<file path="config.mk">
export PLATFORM = sky130hd
export DESIGN_NAME = versat_access_master
export DESIGN_NICKNAME = d
export VERILOG_FILES = /design/src/rtl/versat_master_pkg.sv /design/src/rtl/versat_cmd_fifo.sv /design/src/rtl/versat_access_master.sv
export SDC_FILE = /design/constraint.sdc
export NUM_CORES = 1
export LEC_CHECK = 0
export CAP_MARGIN = 15
export CORE_MARGIN = 2
export CORE_UTILIZATION = 31
export CTS_CLUSTER_DIAMETER = 30
export DETAILED_ROUTE_END_ITERATION = 16
export SLEW_MARGIN = 25
export SYNTH_ARGS = -nofsm -noshare
export SYNTH_HDL_FRONTEND = slang
export SYNTH_SLANG_ARGS = --single-unit
export TNS_END_PERCENT = 100
</file>
<file path="constraint.sdc">
create_clock -name clk -period 2.82 [get_ports clk]
set_input_delay 0.564 -clock clk [delete_from_list [all_inputs] [get_ports clk]]
set_output_delay 0.564 -clock clk [all_outputs]
set_load 0.02 [all_outputs]
</file>
<file path="src/rtl/versat_master_pkg.sv">
// Shared op codes, FSM state encoding and response width for the Versat access master.
package versat_master_pkg;

    localparam logic [1:0] OP_READ  = 2'b00;
    localparam logic [1:0] OP_WRITE = 2'b01;
    localparam logic [1:0] OP_RUN   = 2'b10;

    localparam int RESP_DATA_W = 32;

    typedef enum logic [2:0] {
        ST_IDLE,
        ST_REQ,
        ST_RUN,
        ST_WAIT,
        ST_RESP
    } state_t;

endpackage

</file>
<file path="src/rtl/versat_cmd_fifo.sv">
// Synchronous command FIFO with registered count; read data is the head entry, zero-latency.
// Push while full and pop while empty are ignored; push and pop together are both performed.
module versat_cmd_fifo #(
    parameter int WIDTH = 8,
    parameter int DEPTH = 4
) (
    input  logic             clk,
    input  logic             rst_n,
    input  logic             i_push,
    input  logic [WIDTH-1:0] i_dat,
    input  logic             i_pop,
    output logic [WIDTH-1:0] o_dat,
    output logic             o_full,
    output logic             o_empty
);

    localparam int PTR_W = (DEPTH > 1) ? $clog2(DEPTH) : 1;

    logic [WIDTH-1:0] r_mem [DEPTH];
    logic [PTR_W-1:0] r_wptr;
    logic [PTR_W-1:0] r_rptr;
    logic [PTR_W:0]   r_count;
    logic             w_push;
    logic             w_pop;

    assign w_push  = i_push && !o_full;
    assign w_pop   = i_pop && !o_empty;
    assign o_full  = (r_count == (PTR_W+1)'(DEPTH));
    assign o_empty = (r_count == '0);
    assign o_dat   = r_mem[r_rptr];

    // Pointers wrap naturally because DEPTH is a power of two.
    always_ff @(posedge clk or negedge rst_n) begin
        if (!rst_n) begin
            r_wptr  <= '0;
            r_rptr  <= '0;
            r_count <= '0;
        end else begin
            if (w_push) r_wptr <= r_wptr + 1'b1;
            if (w_pop)  r_rptr <= r_rptr + 1'b1;
            case ({w_push, w_pop})
                2'b10:   r_count <= r_count + 1'b1;
                2'b01:   r_count <= r_count - 1'b1;
                default: r_count <= r_count;
            endcase
        end
    end

    always_ff @(posedge clk) begin
        if (w_push) r_mem[r_wptr] <= i_dat;
    end

endmodule

</file>
<file path="src/rtl/versat_access_master.sv">
// Versat unit-bus initiator: buffers host commands, issues one access or run each, returns one response.
// Pop-to-valid one cycle; holds requests until ready/done; VERSAT_MASTER_TIMEOUT_EN adds a per-op timeout.
module versat_access_master
    import versat_master_pkg::*;
#(
    parameter int ADDR_W     = 2,
    parameter int DATA_W     = RESP_DATA_W,
    parameter int FIFO_DEPTH = 4,
    parameter int TIMEOUT    = 1024
) (
    input  logic                clk,
    input  logic                rst,
    input  logic                cmd_valid,
    output logic                cmd_ready,
    input  logic [1:0]          cmd_op,
    input  logic [ADDR_W-1:0]   cmd_addr,
    input  logic [DATA_W-1:0]   cmd_wdata,
    input  logic [DATA_W/8-1:0] cmd_wstrb,
    output logic                resp_valid,
    input  logic                resp_ready,
    output logic [DATA_W-1:0]   resp_data,
    output logic                resp_err,
    output logic                valid,
    output logic [ADDR_W-1:0]   addr,
    output logic [DATA_W/8-1:0] wstrb,
    output logic [DATA_W-1:0]   wdata,
    input  logic                ready,
    input  logic [DATA_W-1:0]   rdata,
    output logic                run,
    input  logic                done,
    output logic                busy
);

    localparam int STRB_W = DATA_W / 8;
    localparam int CMD_W  = 2 + ADDR_W + DATA_W + STRB_W;

    logic [CMD_W-1:0]  w_fifo_out;
    logic              w_full;
    logic              w_empty;
    logic              w_pop;
    logic [1:0]        w_op;
    logic [ADDR_W-1:0] w_addr;
    logic [DATA_W-1:0] w_wdata;
    logic [STRB_W-1:0] w_wstrb;
    logic [DATA_W-1:0] w_cnt_inc;

    state_t            r_state;
    logic              r_valid;
    logic [ADDR_W-1:0] r_addr;
    logic [DATA_W-1:0] r_wdata;
    logic [STRB_W-1:0] r_wstrb;
    logic              r_is_read;
    logic              r_run;
    logic [DATA_W-1:0] r_cnt;
    logic              r_resp_valid;
    logic [DATA_W-1:0] r_resp_data;

`ifdef VERSAT_MASTER_TIMEOUT_EN
    localparam int TMO_W = $clog2(TIMEOUT) + 1;
    logic [TMO_W-1:0]  r_tmo;
    logic              r_resp_err;
    logic              w_tmo_hit;
    assign w_tmo_hit = (r_tmo == TMO_W'(TIMEOUT - 1));
    assign resp_err  = r_resp_err;
`else
    logic w_unused_timeout;
    assign w_unused_timeout = ^TIMEOUT;
    assign resp_err         = 1'b0;
`endif

    // Commands are only popped from IDLE, so a pending response blocks the queue.
    assign w_pop = (r_state == ST_IDLE) && !w_empty;
    assign {w_op, w_addr, w_wdata, w_wstrb} = w_fifo_out;
    assign w_cnt_inc = (&r_cnt) ? r_cnt : r_cnt + 1'b1;

    versat_cmd_fifo #(
        .WIDTH (CMD_W),
        .DEPTH (FIFO_DEPTH)
    ) u_cmd_fifo (
        .clk     (clk),
        .rst_n   (rst),
        .i_push  (cmd_valid),
        .i_dat   ({cmd_op, cmd_addr, cmd_wdata, cmd_wstrb}),
        .i_pop   (w_pop),
        .o_dat   (w_fifo_out),
        .o_full  (w_full),
        .o_empty (w_empty)
    );

    always_ff @(posedge clk or negedge rst) begin
        if (!rst) begin
            r_state      <= ST_IDLE;
            r_valid      <= 1'b0;
            r_addr       <= '0;
            r_wdata      <= '0;
            r_wstrb      <= '0;
            r_is_read    <= 1'b0;
            r_run        <= 1'b0;
            r_cnt        <= '0;
            r_resp_valid <= 1'b0;
            r_resp_data  <= '0;
`ifdef VERSAT_MASTER_TIMEOUT_EN
            r_tmo        <= '0;
            r_resp_err   <= 1'b0;
`endif
        end else begin
            case (r_state)
                ST_IDLE: begin
                    if (!w_empty) begin
                        r_addr    <= w_addr;
                        r_wdata   <= w_wdata;
                        r_is_read <= (w_op == OP_READ);
`ifdef VERSAT_MASTER_TIMEOUT_EN
                        r_tmo      <= '0;
                        r_resp_err <= 1'b0;
`endif
                        // Reserved op 11 shares the run path with op 10.
                        if (w_op[1]) begin
                            r_run   <= 1'b1;
                            r_state <= ST_RUN;
                        end else begin
                            r_valid <= 1'b1;
                            r_wstrb <= (w_op == OP_READ) ? '0 :
                                       ((w_wstrb == '0) ? '1 : w_wstrb);
                            r_state <= ST_REQ;
                        end
                    end
                end
                ST_REQ: begin
`ifdef VERSAT_MASTER_TIMEOUT_EN
                    r_tmo <= r_tmo + 1'b1;
`endif
                    if (ready) begin
                        r_valid      <= 1'b0;
                        r_resp_data  <= r_is_read ? rdata : '0;
                        r_resp_valid <= 1'b1;
                        r_state      <= ST_RESP;
                    end
`ifdef VERSAT_MASTER_TIMEOUT_EN
                    else if (w_tmo_hit) begin
                        r_valid      <= 1'b0;
                        r_resp_data  <= '0;
                        r_resp_err   <= 1'b1;
                        r_resp_valid <= 1'b1;
                        r_state      <= ST_RESP;
                    end
`endif
                end
                ST_RUN: begin
                    r_run   <= 1'b0;
                    r_cnt   <= '0;
`ifdef VERSAT_MASTER_TIMEOUT_EN
                    r_tmo   <= '0;
`endif
                    r_state <= ST_WAIT;
                end
                ST_WAIT: begin
                    // r_cnt lags the cycles since the run pulse by one, so report the increment.
                    r_cnt <= w_cnt_inc;
`ifdef VERSAT_MASTER_TIMEOUT_EN
                    r_tmo <= r_tmo + 1'b1;
`endif
                    if (done) begin
                        r_resp_data  <= w_cnt_inc;
                        r_resp_valid <= 1'b1;
                        r_state      <= ST_RESP;
                    end
`ifdef VERSAT_MASTER_TIMEOUT_EN
                    else if (w_tmo_hit) begin
                        r_resp_data  <= '0;
                        r_resp_err   <= 1'b1;
                        r_resp_valid <= 1'b1;
                        r_state      <= ST_RESP;
                    end
`endif
                end
                ST_RESP: begin
                    if (resp_ready) begin
                        r_resp_valid <= 1'b0;
                        r_state      <= ST_IDLE;
                    end
                end
                default: r_state <= ST_IDLE;
            endcase
        end
    end

    assign cmd_ready  = !w_full;
    assign busy       = !w_empty || (r_state != ST_IDLE);
    assign valid      = r_valid;
    assign addr       = r_addr;
    assign wstrb      = r_wstrb;
    assign wdata      = r_wdata;
    assign run        = r_run;
    assign resp_valid = r_resp_valid;
    assign resp_data  = r_resp_data;

endmodule

</file>
# Word-level counts from Yosys, hierarchy flattened
# Memories as Yosys holds them, arrays and structs flattened.
# Cells that the tools add are included.
[totals] register_bits=116 latch_bits=0 ram_bits=160 romBits=0 input_bits=78 output_inout_bits=76 word_cells=87 memories=1
[mem_list] memory="u_cmd_fifo.r_mem" words=4 word_bits=40 rd=1 rd_ports_with_merged_regs=0 wr=1 line_no="versat_cmd_fifo.sv:19" text="logic [WIDTH-1:0] r_mem [DEPTH];"
[classes] addsub=5 multipliers=0 div=0 n_lt_le_gt_ge=0 eq_ne=13 shift=0 n_mux=28 bitwise_logic=2 n_reduce_logical=25
[ops] operator="$mux 32" n=4
[ops] operator="$pmux 32 s2" n=2
[ops] operator="$add 32x1->32 const B" n=1
[ops] operator="$reduce_and 32->1" n=1
[ops] operator="$pmux 3 s5" n=1
[ops] operator="$mux 3" n=4
[ops] operator="$reduce_and 4->1" n=3
[ops] operator="$mux 1" n=10
[ops] operator="$ne 2x2->1 const B" n=5
[ops] operator="$reduce_bool 2->1" n=5
[ops] operator="$reduce_and 3->1" n=3
[ops] operator="$mux 4" n=2
[ops] operator="$eq 3x2->1 const B" n=2
[ops] operator="$eq 3x3->1 const B" n=2
[ops] operator="$logic_not 3->1" n=2
[ops] operator="$pmux 3 s2" n=1
[ops] operator="$reduce_bool 3->1" n=2
[ops] operator="$add 2x1->2 const B" n=2
[ops] operator="$logic_not 4->1" n=1
[ops] operator="$pmux 1 s2" n=2
[ops] operator="$add 3x1->3 const B" n=1
[ops] operator="$eq 3x1->1 const B" n=1
[ops] operator="$logic_and 1x1->1" n=3
[ops] operator="$pmux 1 s3" n=1
[ops] operator="10 further kinds" n=12

# Longest topological paths before layout
# Gate-level depths: netlist of the first run.
[depth] word_depth=6 depth_mapped=12 ltp_nobuf=10

# By module
# From an unflattened synthesis of the first run, not the netlist that was laid out.
[unflattened] hier_cells=805 hier_area_um2=11887.7
[by_module_without_submodules] module="versat_cmd_fifo" n_inst=1 cells_per_inst=247 area_per_inst_um2=6249.7 seq_area_each_um2=4979.8
[by_module_without_submodules] module="versat_access_master" n_inst=1 cells_per_inst=558 area_per_inst_um2=5637.9 seq_area_each_um2=2727.6

# Worst setup path before layout of the first run
# OpenSTA, ideal clock, no wires.
[synth_path] kind="register to register" start="register r_state[2]" end="register u_cmd_fifo.r_count[2]" setup_time_ns=0.079 t_arrival_ns=2.448 required_time_ns=2.741 setup_slack_ns=0.293 path_stages_with_launch=13 path_buffers=3 period_less_slack_ns=2.527 cell_sequence="dfrtp_1 > clkbuf_1 > nor3_1 > nand2b_1 > clkbuf_1 > inv_2 > buf_1 > ha_1 > inv_1 > fa_1 > xor2_1 > nor2_1 > xor2_1"
[synth_between] elab_chain_cells=5 elab_cells_between_ends=7 classes_between="eq/ne: 2; mux: 1; reduce/logical: 4"
[synth_rtl] element="start, declared" line_no="versat_access_master.sv:47" text="state_t r_state;"
[synth_rtl] element="start signal, assigned" line_no="versat_access_master.sv:92" text="r_state <= ST_IDLE;"
[synth_rtl] element="start signal, assigned" line_no="versat_access_master.sv:120" text="r_state <= ST_RUN;"
[synth_rtl] element="start signal, assigned" line_no="versat_access_master.sv:125" text="r_state <= ST_REQ;"
[synth_rtl] element="$logic_not 3->1 (*)" line_no="versat_access_master.sv:72" text="assign w_pop = (r_state == ST_IDLE) && !w_empty;"
[synth_rtl] element="$logic_and 1x1->1 (*)" line_no="versat_access_master.sv:72"
[synth_rtl] element="via u_cmd_fifo.i_pop" line_no="versat_cmd_fifo.sv:11" text="input logic i_pop,"
[synth_rtl] element="$logic_and 1x1->1 (*)" line_no="versat_cmd_fifo.sv:27" text="assign w_pop = i_pop && !o_empty;"
[synth_rtl] element="$eq 2x1->1 / $eq 2x2->1 (equally long branches)" line_no="versat_cmd_fifo.sv:41" text="case ({w_push, w_pop})"
[synth_rtl] element="$pmux 3 s2 / $reduce_bool 2->1 (equally long branches)"
[synth_rtl] element="end signal, assigned" line_no="versat_cmd_fifo.sv:42" text="2'b10: r_count <= r_count + 1'b1;"
[synth_rtl] element="end signal, assigned" line_no="versat_cmd_fifo.sv:43" text="2'b01: r_count <= r_count - 1'b1;"
[synth_rtl] element="end signal, assigned" line_no="versat_cmd_fifo.sv:44" text="default: r_count <= r_count;"
[synth_rtl] element="end, declared" line_no="versat_cmd_fifo.sv:22" text="logic [PTR_W:0] r_count;"
# Mark *: on every way through the listed nets, which the timed path passes. The rest lies on a longest branch.
# A chain may end at the register's enable or synchronous reset.

# Final worst setup path of the first run
[layout_path] start="register r_state[1]" end="output busy"
[layout_between] elab_chain_cells=2
[layout_rtl] element="$reduce_bool 3->1" line_no="versat_access_master.sv:189" text="assign busy = !w_empty || (r_state != ST_IDLE);"
[layout_rtl] element="$logic_or 1x1->1" line_no="versat_access_master.sv:189"
[layout_rtl] element="end, declared" line_no="versat_access_master.sv:31" text="output logic busy"
# No other way between the ends.

==> results of run 1 <==
[area by class of cell]
type	instances	share of cell area, %
flip-flops and latches	276	46.70
multi-input cells	474	23.04
clock buffers	85	11.25
repair buffers	173	10.93
well taps	511	3.873
clock inverters	42	3.850
inverters	16	0.3638
[repair_timing]
item	CTS	global route
hold buffers	1	0
resized for setup	0	1
setup endpoints to repair	0	1
hold endpoints to repair	29	0
[placed cells by master (no fill, tap or decap), drive strengths merged, types with 13 or more instances in the layout]
| master | count |
|---|---|
| edfxtp | 160 |
| clkdlybuf4s50 | 151 |
| dfrtp | 116 |
| clkbuf | 85 |
| a21oi | 48 |
| nand2 | 48 |
| nor2 | 47 |
| o21ai | 45 |
| mux4 | 40 |
| mux2 | 35 |
| a31oi | 27 |
| clkinv | 22 |
| buf | 21 |
| inv | 19 |
| nand3 | 18 |
| xor2 | 15 |
| xnor2 | 14 |
| a22oi | 13 |
| nand4 | 13 |
| a221oi | 13 |
[stage by stage]
stage	utilization (%)	instance area [sq um]	instances
global route	43.94	16510	1577
CTS	43.92	16500	1577
detailed placement	37.26	14000	1449
finish	43.94	16510	1577
floorplan	-	11770	817
global placement	37.26	14000	1449
[power breakdown]
part | total (mW) | switching [mW] | internal (mW)
Combinational | 5.68 | 2.96 | 2.72
Sequential | 6.06 | 0.613 | 5.45
Clock | 8.23 | 2.50 | 5.72
Total | 20.0 | 6.08 | 13.9
[flip-flops by register name, summed over array words and instances (netlist names), 2 cells and up]
| name | flops |
|---|---|
| u_cmd_fifo.r_count | 3 |
| r_state | 3 |
| u_cmd_fifo.r_rptr | 2 |
| u_cmd_fifo.r_wptr | 2 |
| addr | 2 |
| r_cnt | 32 |
| wdata | 32 |
| u_cmd_fifo.r_mem | 160 |
| resp_data | 32 |
| wstrb | 4 |
[worst paths after layout]
path	from	end	slack, ns	cells after the start
min in group asynchronous	rst	r_cnt[7]	0.51	2
worst min register to register	wdata[13]	wdata[13]	0.50	1
max in group asynchronous	rst	wdata[22]	1.61	3
worst min-delay path	wdata[13]	wdata[13]	0.50	1
worst max register to register	r_cnt[0]	resp_data[6]	0.33	7
worst max-delay path	r_state[1]	busy	0.25	3
[kinds of logic after synthesis]
logic type / count (synthesis) / synth area share [%]
buffers and inverters: 67 / 2.327
AO/OA/AOI/OAI: 174 / 9.479
AND/OR/NAND/NOR: 185 / 8.480
XOR/XNOR: 29 / 2.157
flip-flops: 276 / 65.46
other: 1 / 0.03185
adder cells (fa/ha/maj): 7 / 0.8076
multiplexers: 78 / 11.25
[layer usage]
metal  vias to the layer above  share of wire [%]  track usage (%)
li1                       3553                  -                -
met1                      3864                 41            17.54
met2                       242                 49            25.65
met3                        75                6.4            5.002
met4                         4                3.8            7.850
met5                         -               0.10                0
==> impl_metrics.py, run 1 <==
metrics = {
    "status": {
        "status": "complete, no violations",
    },
    "final_layout": {
        "regArea_sq_mm": 0.007710,
        "fill_cells": 3386,
        "drive_gt1_share_pct": 22.23,
        "area_delta_synth_final_pct": 40.22,
        "nNetsFinal": 1095,
        "antenna_cells": 0,
        "multi_input_area_sq_mm": 0.003804,
    },
    "setup_path": {
        "path_delay_family": "buffers and inverters",
        "critPathBufInv": 1,
        "cpPeakStageDelay_ns": 0.55,
        "cp.required_ns": 2.26,
        "cp.arrival_ns": 2.01,
        "crit_type": "reg -> out",
        "cp_max_fo": 12,
        "path_cells": "nor3_1 -> nand2_1 -> clkdlybuf4s50_1",
        "startpoint_type": "flip-flop",
        "crit_slowest_cell": "clkdlybuf4s50_1",
        "endpoint_kind": "output pin",
    },
    "timing": {
        "fmax_mhz": 388.7,
        "finalHoldViolations": 0,
        "fin_crit_ns": 2.573,
        "setup_viol": 0,
        "skew_ns": 0.01483,
        "finalSetupTns_ns": 0,
        "rsz0062_at_grt": "no",
        "final.setup.worst_slack_ns": 0.2474,
        "period_share_pct": 91.23,
        "slew_headroom_pct": 42.93,
        "tightest_slew_ns": 0.8560,
        "report.final.slew_viol_count": 0,
        "whs_ns": 0.5028,
    },
    "placement": {
        "place_ws_ns": 0.3453,
        "numPortBuffers": 152,
        "gp_congestion": 0.8757,
        "dp_hpwl_um": 17990,
    },
    "synthesis": {
        "synth_common_cells": "edfxtp_1 (160), dfrtp_1 (116), a21oi_1 (48), nand2_1 (47), nor2_1 (47)",
        "syn_area_sq_mm": 0.01177,
        "synthesis.nets": 902,
        "synth_ff_type": "edfxtp_1",
        "synth_area_leaders": "edfxtp_1 (41%), dfrtp_1 (25%), mux4_2 (7.7%)",
        "async_flop_share_pct": 42.03,
        "post-synth-top-area-cell": "edfxtp_1",
        "synth-warning-count": 0,
        "synth-edff-count": 160,
        "synth.avg_cell_area_sq_um": 14.41,
        "postSynthCellCount": 817,
        "ys_types": 62,
        "yosysMostFrequentCell": "edfxtp_1",
        "seq_area_frac_synth_pct": 65.46,
        "synth_top_area_share_pct": 40.81,
        "ys_ff_latch": 276,
    },
    "clock_tree": {
        "htree_levels": 3,
        "cts_tree": "built",
        "cts_setup_buffers": 0,
        "cts_made_buffers": 69,
        "clock_path_buffers": 3,
        "root_buffer": "clkbuf_16",
        "clk_pin_slew_ns": 0.04,
        "clock_sinks": 276,
        "clk-insertion-delay-late_ns": 0.57,
    },
    "route": {
        "drcViolationCount": 0,
        "vias": 7738,
        "drt-pass1-iter-count": 5,
        "via_per_inst": 4.907,
        "drt_iter0_markers": 271,
        "routedWlPerCell_um": 18.62,
        "ant_nets": 0,
        "routed_wl_um": 29370,
    },
    "min_path": {
        "min_path_type": "reg -> reg",
    },
    "power": {
        "finalPower_mw": 19.97,
        "p_leak_nw": 6.037,
        "power_density_mw_per_mm2": 1209,
        "ir_worst_vdd_mv": 0.7795,
    },
    "floorplanning": {
        "io_pins": 154,
        "initial_core_util_pct": 31.33,
        "die_x_um": 198.9,
        "coreArea_sq_mm": 0.03758,
        "rows": 71,
        "dieHeight_um": 198.9,
        "die-area_sq_mm": 0.03956,
    },
    "global_routing": {
        "grt_max_degree": 59,
        "grt_pass1_vias": 8300,
        "grt_antenna_before_repair": 2,
        "track_usage_pct": 15.32,
        "grt-ovfl-total": 0,
        "grt_pass1_wl_um": 46110,
    },
    "run": {
        "maxCapViolCount": 0,
    },
}
(Power assumes the default switching activity.)
==> inputs of run 2 (changes only) <==
CAP_MARGIN = 20   (was 15)
CORE_UTILIZATION = 45   (was 31)
PLACE_DENSITY = 0.67   (was default)
==> impl_metrics.py, run 2 (synthesized netlist as in run 1, its figures left out) <==
metrics = {
    "floorplanning": {
        "coreArea_sq_mm": 0.02584,
        "die-area_sq_mm": 0.02747,
        "io_pins": 154,
        "die_x_um": 165.8,
        "rows": 59,
        "initial_core_util_pct": 45.57,
        "dieHeight_um": 165.8,
    },
    "setup_path": {
        "cp-endpoint": "resp_data[6]",
        "endpoint_kind": "flip-flop",
        "cp.arrival_ns": 3.07,
        "cp.required_ns": 3.26,
        "startpoint_type": "flip-flop",
        "regToRegStartpoint": "r_cnt[0]",
        "cp_max_fo": 10,
        "reg2reg_slack_ns": 0.20,
        "crit_type": "reg -> reg",
        "critPathLaunch": "r_cnt[0]",
        "rr_endpoint": "resp_data[6]",
        "r2r_cells": 7,
    },
    "timing": {
        "fin_crit_ns": 2.623,
        "report.final.slew_viol_count": 0,
        "skew_ns": 0.03202,
        "whs_ns": 0.04157,
        "fmax_mhz": 381.2,
        "setup_viol": 0,
        "tightest_slew_ns": 0.7848,
        "slew_headroom_pct": 47.68,
        "finalHoldViolations": 0,
        "period_share_pct": 93.02,
        "rsz0062_at_grt": "no",
        "finalSetupTns_ns": 0,
    },
    "global_routing": {
        "grt-ovfl-total": 0,
        "grt_max_degree": 46,
        "grt_pass1_vias": 8140,
        "grt_antenna_before_repair": 2,
        "grt_pass1_wl_um": 43750,
        "track_usage_pct": 19.91,
    },
    "clock_tree": {
        "cts_setup_buffers": 0,
        "clk_pin_slew_ns": 0.04,
        "clock_sinks": 276,
        "clk-insertion-delay-late_ns": 0.58,
        "cts_tree": "built",
        "holdBufCountCts": 0,
        "htree_levels": 2,
        "cts_resized": 0,
        "cts_made_buffers": 59,
        "clock_path_buffers": 3,
        "root_buffer": "clkbuf_16",
    },
    "route": {
        "drcViolationCount": 0,
        "ant_nets": 0,
        "via_per_inst": 5.566,
        "drt-pass1-iter-count": 5,
        "routed_wl_um": 27390,
        "routedWlPerCell_um": 19.72,
        "drt_iter0_markers": 620,
        "vias": 7731,
    },
    "power": {
        "ir_worst_vdd_mv": 0.7693,
        "power_density_mw_per_mm2": 1181,
        "p_leak_nw": 5.862,
    },
    "final_layout": {
        "multi_input_area_sq_mm": 0.003804,
        "fin_area_sq_mm": 0.01591,
        "mostFrequentLayoutCell": "edfxtp_1",
        "fill_cells": 1957,
        "drive_gt1_share_pct": 21.75,
        "nNetsFinal": 1090,
        "top_register": "u_cmd_fifo.r_mem",
        "final_cells": 1389,
        "area_delta_synth_final_pct": 35.09,
        "regArea_sq_mm": 0.007710,
        "largest_register_ffs": 160,
        "layout_common_cells": "edfxtp_1 (160), clkdlybuf4s50_1 (151), dfrtp_1 (114)",
        "fin_util_pct": 61.56,
    },
    "status": {
        "status": "complete, no violations",
    },
    "placement": {
        "dpl-instance-area_sq_mm": 0.01380,
        "numPortBuffers": 152,
        "gp_congestion": 0.8461,
        "dp_cells": 1279,
        "dp_hpwl_um": 17100,
    },
    "min_path": {
        "min_path_type": "in -> async",
    },
    "run": {
        "maxCapViolCount": 0,
    },
}
run 2: worst max-delay path, cell delays in order, from the launching register on:
cell      delay, ns
dfrtp_1        0.45
ha_1           0.26
nand4_2        0.20
nor4_4         0.55
and3_1         0.49
nor3b_2        0.13
xnor2_1        0.15
a221oi_1       0.28
run 2: metal layers:
metal | track usage [%] | part of all wire, % | up-vias
met3 | 5.172 | 6.1 | 63
met2 | 34.57 | 51 | 233
li1 | - | - | 3545
met5 | 0 | 0.11 | -
met4 | 6.767 | 2.5 | 4
met1 | 24.27 | 40 | 3886
run 2: area by class of cell:
type	instances	share of cell area [%]
flip-flops and latches	276	48.47
inverters	16	0.3776
clock buffers	69	9.833
repair buffers	178	11.41
clock inverters	40	3.343
multi-input cells	474	23.91
well taps	335	2.635
diodes	1	0.01573
run 2: metrics by stage:
stage	power, mW	worst slack [ns]
3_5_place_dp	11.82	0.2250
3_3_place_gp	11.72	0.3247
6_report	18.79	0.1967
2_1_floorplan	9.510	0.2925
4_1_cts	19.01	0.06030
5_1_grt	19.71	0.001378
run 2: report_power, final:
group / total [mW] / leakage, nW / internal [mW] / switching [mW]
combinational: 5.66 / 1.92 / 2.72 / 2.95
clock: 7.08 / 1.00 / 4.87 / 2.21
sequential: 6.04 / 2.94 / 5.44 / 0.596
total: 18.8 / 5.86 / 13.0 / 5.75
run 2: worst min-delay path by stage:
stage | from | depth (start not counted) | slack (ns) | endpoint
3_5_place_dp | wdata[7] | 1 | 0.49 | wdata[7]
5_1_grt | rst | 1 | 0.06 | wdata[15]
3_3_place_gp | wdata[3] | 1 | 0.49 | wdata[3]
4_1_cts | rst | 1 | 0.04 | wdata[6]
2_1_floorplan | rst | 0 | 0.27 | addr[0]
6_report | rst | 1 | 0.04 | resp_data[16]
==> inputs of run 3 (changes only) <==
PLACE_DENSITY = default   (was 0.67)
PLACE_DENSITY_LB_ADDON = 0.3   (was default)
==> impl_metrics.py, run 3 (synthesized netlist as in run 1, its figures left out) <==
metrics = {
    "setup_path": {
        "path_delay_family": "simple AND/OR/NAND/NOR gates",
        "path_cells": "nor3_1 -> nand2_1 -> clkdlybuf4s50_1",
        "regToRegStartpoint": "r_cnt[0]",
        "cp.required_ns": 2.26,
        "crit_slowest_cell": "clkdlybuf4s50_1",
        "cp.arrival_ns": 2.17,
        "r2r_cells": 7,
        "rr_endpoint": "resp_data[6]",
        "cpPeakStageDelay_ns": 0.57,
        "endpoint_kind": "output pin",
        "reg2reg_slack_ns": 0.32,
        "critPathBufInv": 1,
        "crit_type": "reg -> out",
        "startpoint_type": "flip-flop",
        "cp_max_fo": 6,
    },
    "global_routing": {
        "grt_pass1_vias": 8124,
        "track_usage_pct": 19.94,
        "grt_max_degree": 46,
        "grt_antenna_before_repair": 1,
        "grt-ovfl-total": 0,
        "grt_pass1_wl_um": 43950,
    },
    "final_layout": {
        "fill_cells": 1962,
        "largest_register_ffs": 160,
        "nNetsFinal": 1086,
        "regArea_sq_mm": 0.007710,
        "top_register": "u_cmd_fifo.r_mem",
        "drive_gt1_share_pct": 20.96,
        "multi_input_area_sq_mm": 0.003800,
        "antenna_cells": 0,
        "area_delta_synth_final_pct": 33.65,
        "fin_util_pct": 60.90,
        "layout_common_cells": "edfxtp_1 (160), clkdlybuf4s50_1 (151), dfrtp_1 (114)",
        "mostFrequentLayoutCell": "edfxtp_1",
    },
    "power": {
        "p_leak_nw": 5.786,
        "power_density_mw_per_mm2": 1166,
        "ir_worst_vdd_mv": 0.7169,
    },
    "route": {
        "via_per_inst": 5.573,
        "routedWlPerCell_um": 19.67,
        "ant_nets": 0,
        "drcViolationCount": 0,
        "vias": 7691,
        "routed_wl_um": 27140,
        "drt-pass1-iter-count": 5,
        "drt_iter0_markers": 578,
    },
    "clock_tree": {
        "cts_setup_buffers": 0,
        "cts_made_buffers": 55,
        "clk-insertion-delay-late_ns": 0.55,
        "clock_sinks": 276,
        "htree_levels": 2,
        "clk_pin_slew_ns": 0.05,
        "root_buffer": "clkbuf_16",
        "clock_path_buffers": 3,
        "cts_tree": "built",
    },
    "status": {
        "status": "complete, no violations",
    },
    "timing": {
        "slew_headroom_pct": 55.43,
        "skew_ns": 0.01512,
        "finalHoldViolations": 0,
        "report.final.slew_viol_count": 0,
        "fin_crit_ns": 2.732,
        "tightest_slew_ns": 0.6686,
        "whs_ns": 0.01054,
        "rsz0062_at_grt": "no",
        "finalSetupTns_ns": 0,
        "fmax_mhz": 366.1,
        "setup_viol": 0,
        "period_share_pct": 96.86,
    },
    "floorplanning": {
        "io_pins": 154,
        "dieHeight_um": 165.8,
        "initial_core_util_pct": 45.57,
        "rows": 59,
        "coreArea_sq_mm": 0.02584,
        "die_x_um": 165.8,
        "die-area_sq_mm": 0.02747,
    },
    "min_path": {
        "min_path_type": "in -> async",
    },
    "run": {
        "maxCapViolCount": 0,
    },
    "placement": {
        "gp_congestion": 0.8534,
        "numPortBuffers": 152,
        "dp_hpwl_um": 16760,
    },
}
-- run 3: cell types whose count changed in the layout (fill, tap and decap cells not counted), sizes merged --
cell	before	now
clkinv	21	15
bufinv	10	9
clkinvlp	7	6
diode	1	0
-- run 3: repair_timing --
item                       in CTS  in global routing
resized for setup               0                  1
setup endpoints to repair       0                  1
hold buffers                    0                  0
-- run 3: per-layer routing --
metal	global-route usage [%]	wire, um	up-vias	part of all wire, %
met5	0	0	-	0
met3	4.600	1715	46	6.3
met4	6.200	610	0	2.2
met2	34.71	13990	260	52
met1	24.89	10820	3854	40
li1	-	-	3531	-
-- run 3: worst max-delay path by stage --
stage                          startpoint                    end  slack [ns]  cells after the start
finish              u_cmd_fifo.r_count[0]                   busy        0.09                      3
CTS                 u_cmd_fifo.r_count[0]                   busy        0.05                      3
floorplan                      r_state[2]  u_cmd_fifo.r_count[2]        0.29                     12
global placement                 r_cnt[0]           resp_data[6]        0.33                      7
global route        u_cmd_fifo.r_count[0]                   busy        0.02                      3
detailed placement               r_cnt[0]           resp_data[6]        0.27                      7
-- run 3: report_power, final --
part	leakage (nW)	switching, mW	total [mW]	internal, mW
clock network	0.931	2.08	6.65	4.57
registers	2.94	0.599	6.04	5.44
logic	1.92	2.95	5.67	2.72
total	5.79	5.62	18.4	12.7
-- run 3: layout make-up --
| class | count | share of cell area, % |
|---|---|---|
| clock buffers | 69 | 9.526 |
| clock inverters | 32 | 2.831 |
| inverters | 16 | 0.3817 |
| multi-input cells | 474 | 24.15 |
| flip-flops and latches | 276 | 49.00 |
| well taps | 335 | 2.664 |
| repair buffers | 178 | 11.45 |
-- run 3: per-stage QoR --
step / setup slack (ns) / power, mW / cells / area, sq um
final: 0.08849 / 18.35 / 1380 / 15740
after global routing: 0.01758 / 19.26 / 1380 / 15740
after CTS: 0.05173 / 18.55 / 1380 / 15730
after detailed placement: 0.2686 / 11.81 / 1279 / 13790
after global placement: 0.3319 / 11.71 / 1279 / 13790
after floorplan: 0.2925 / 9.510 / 817 / 11770
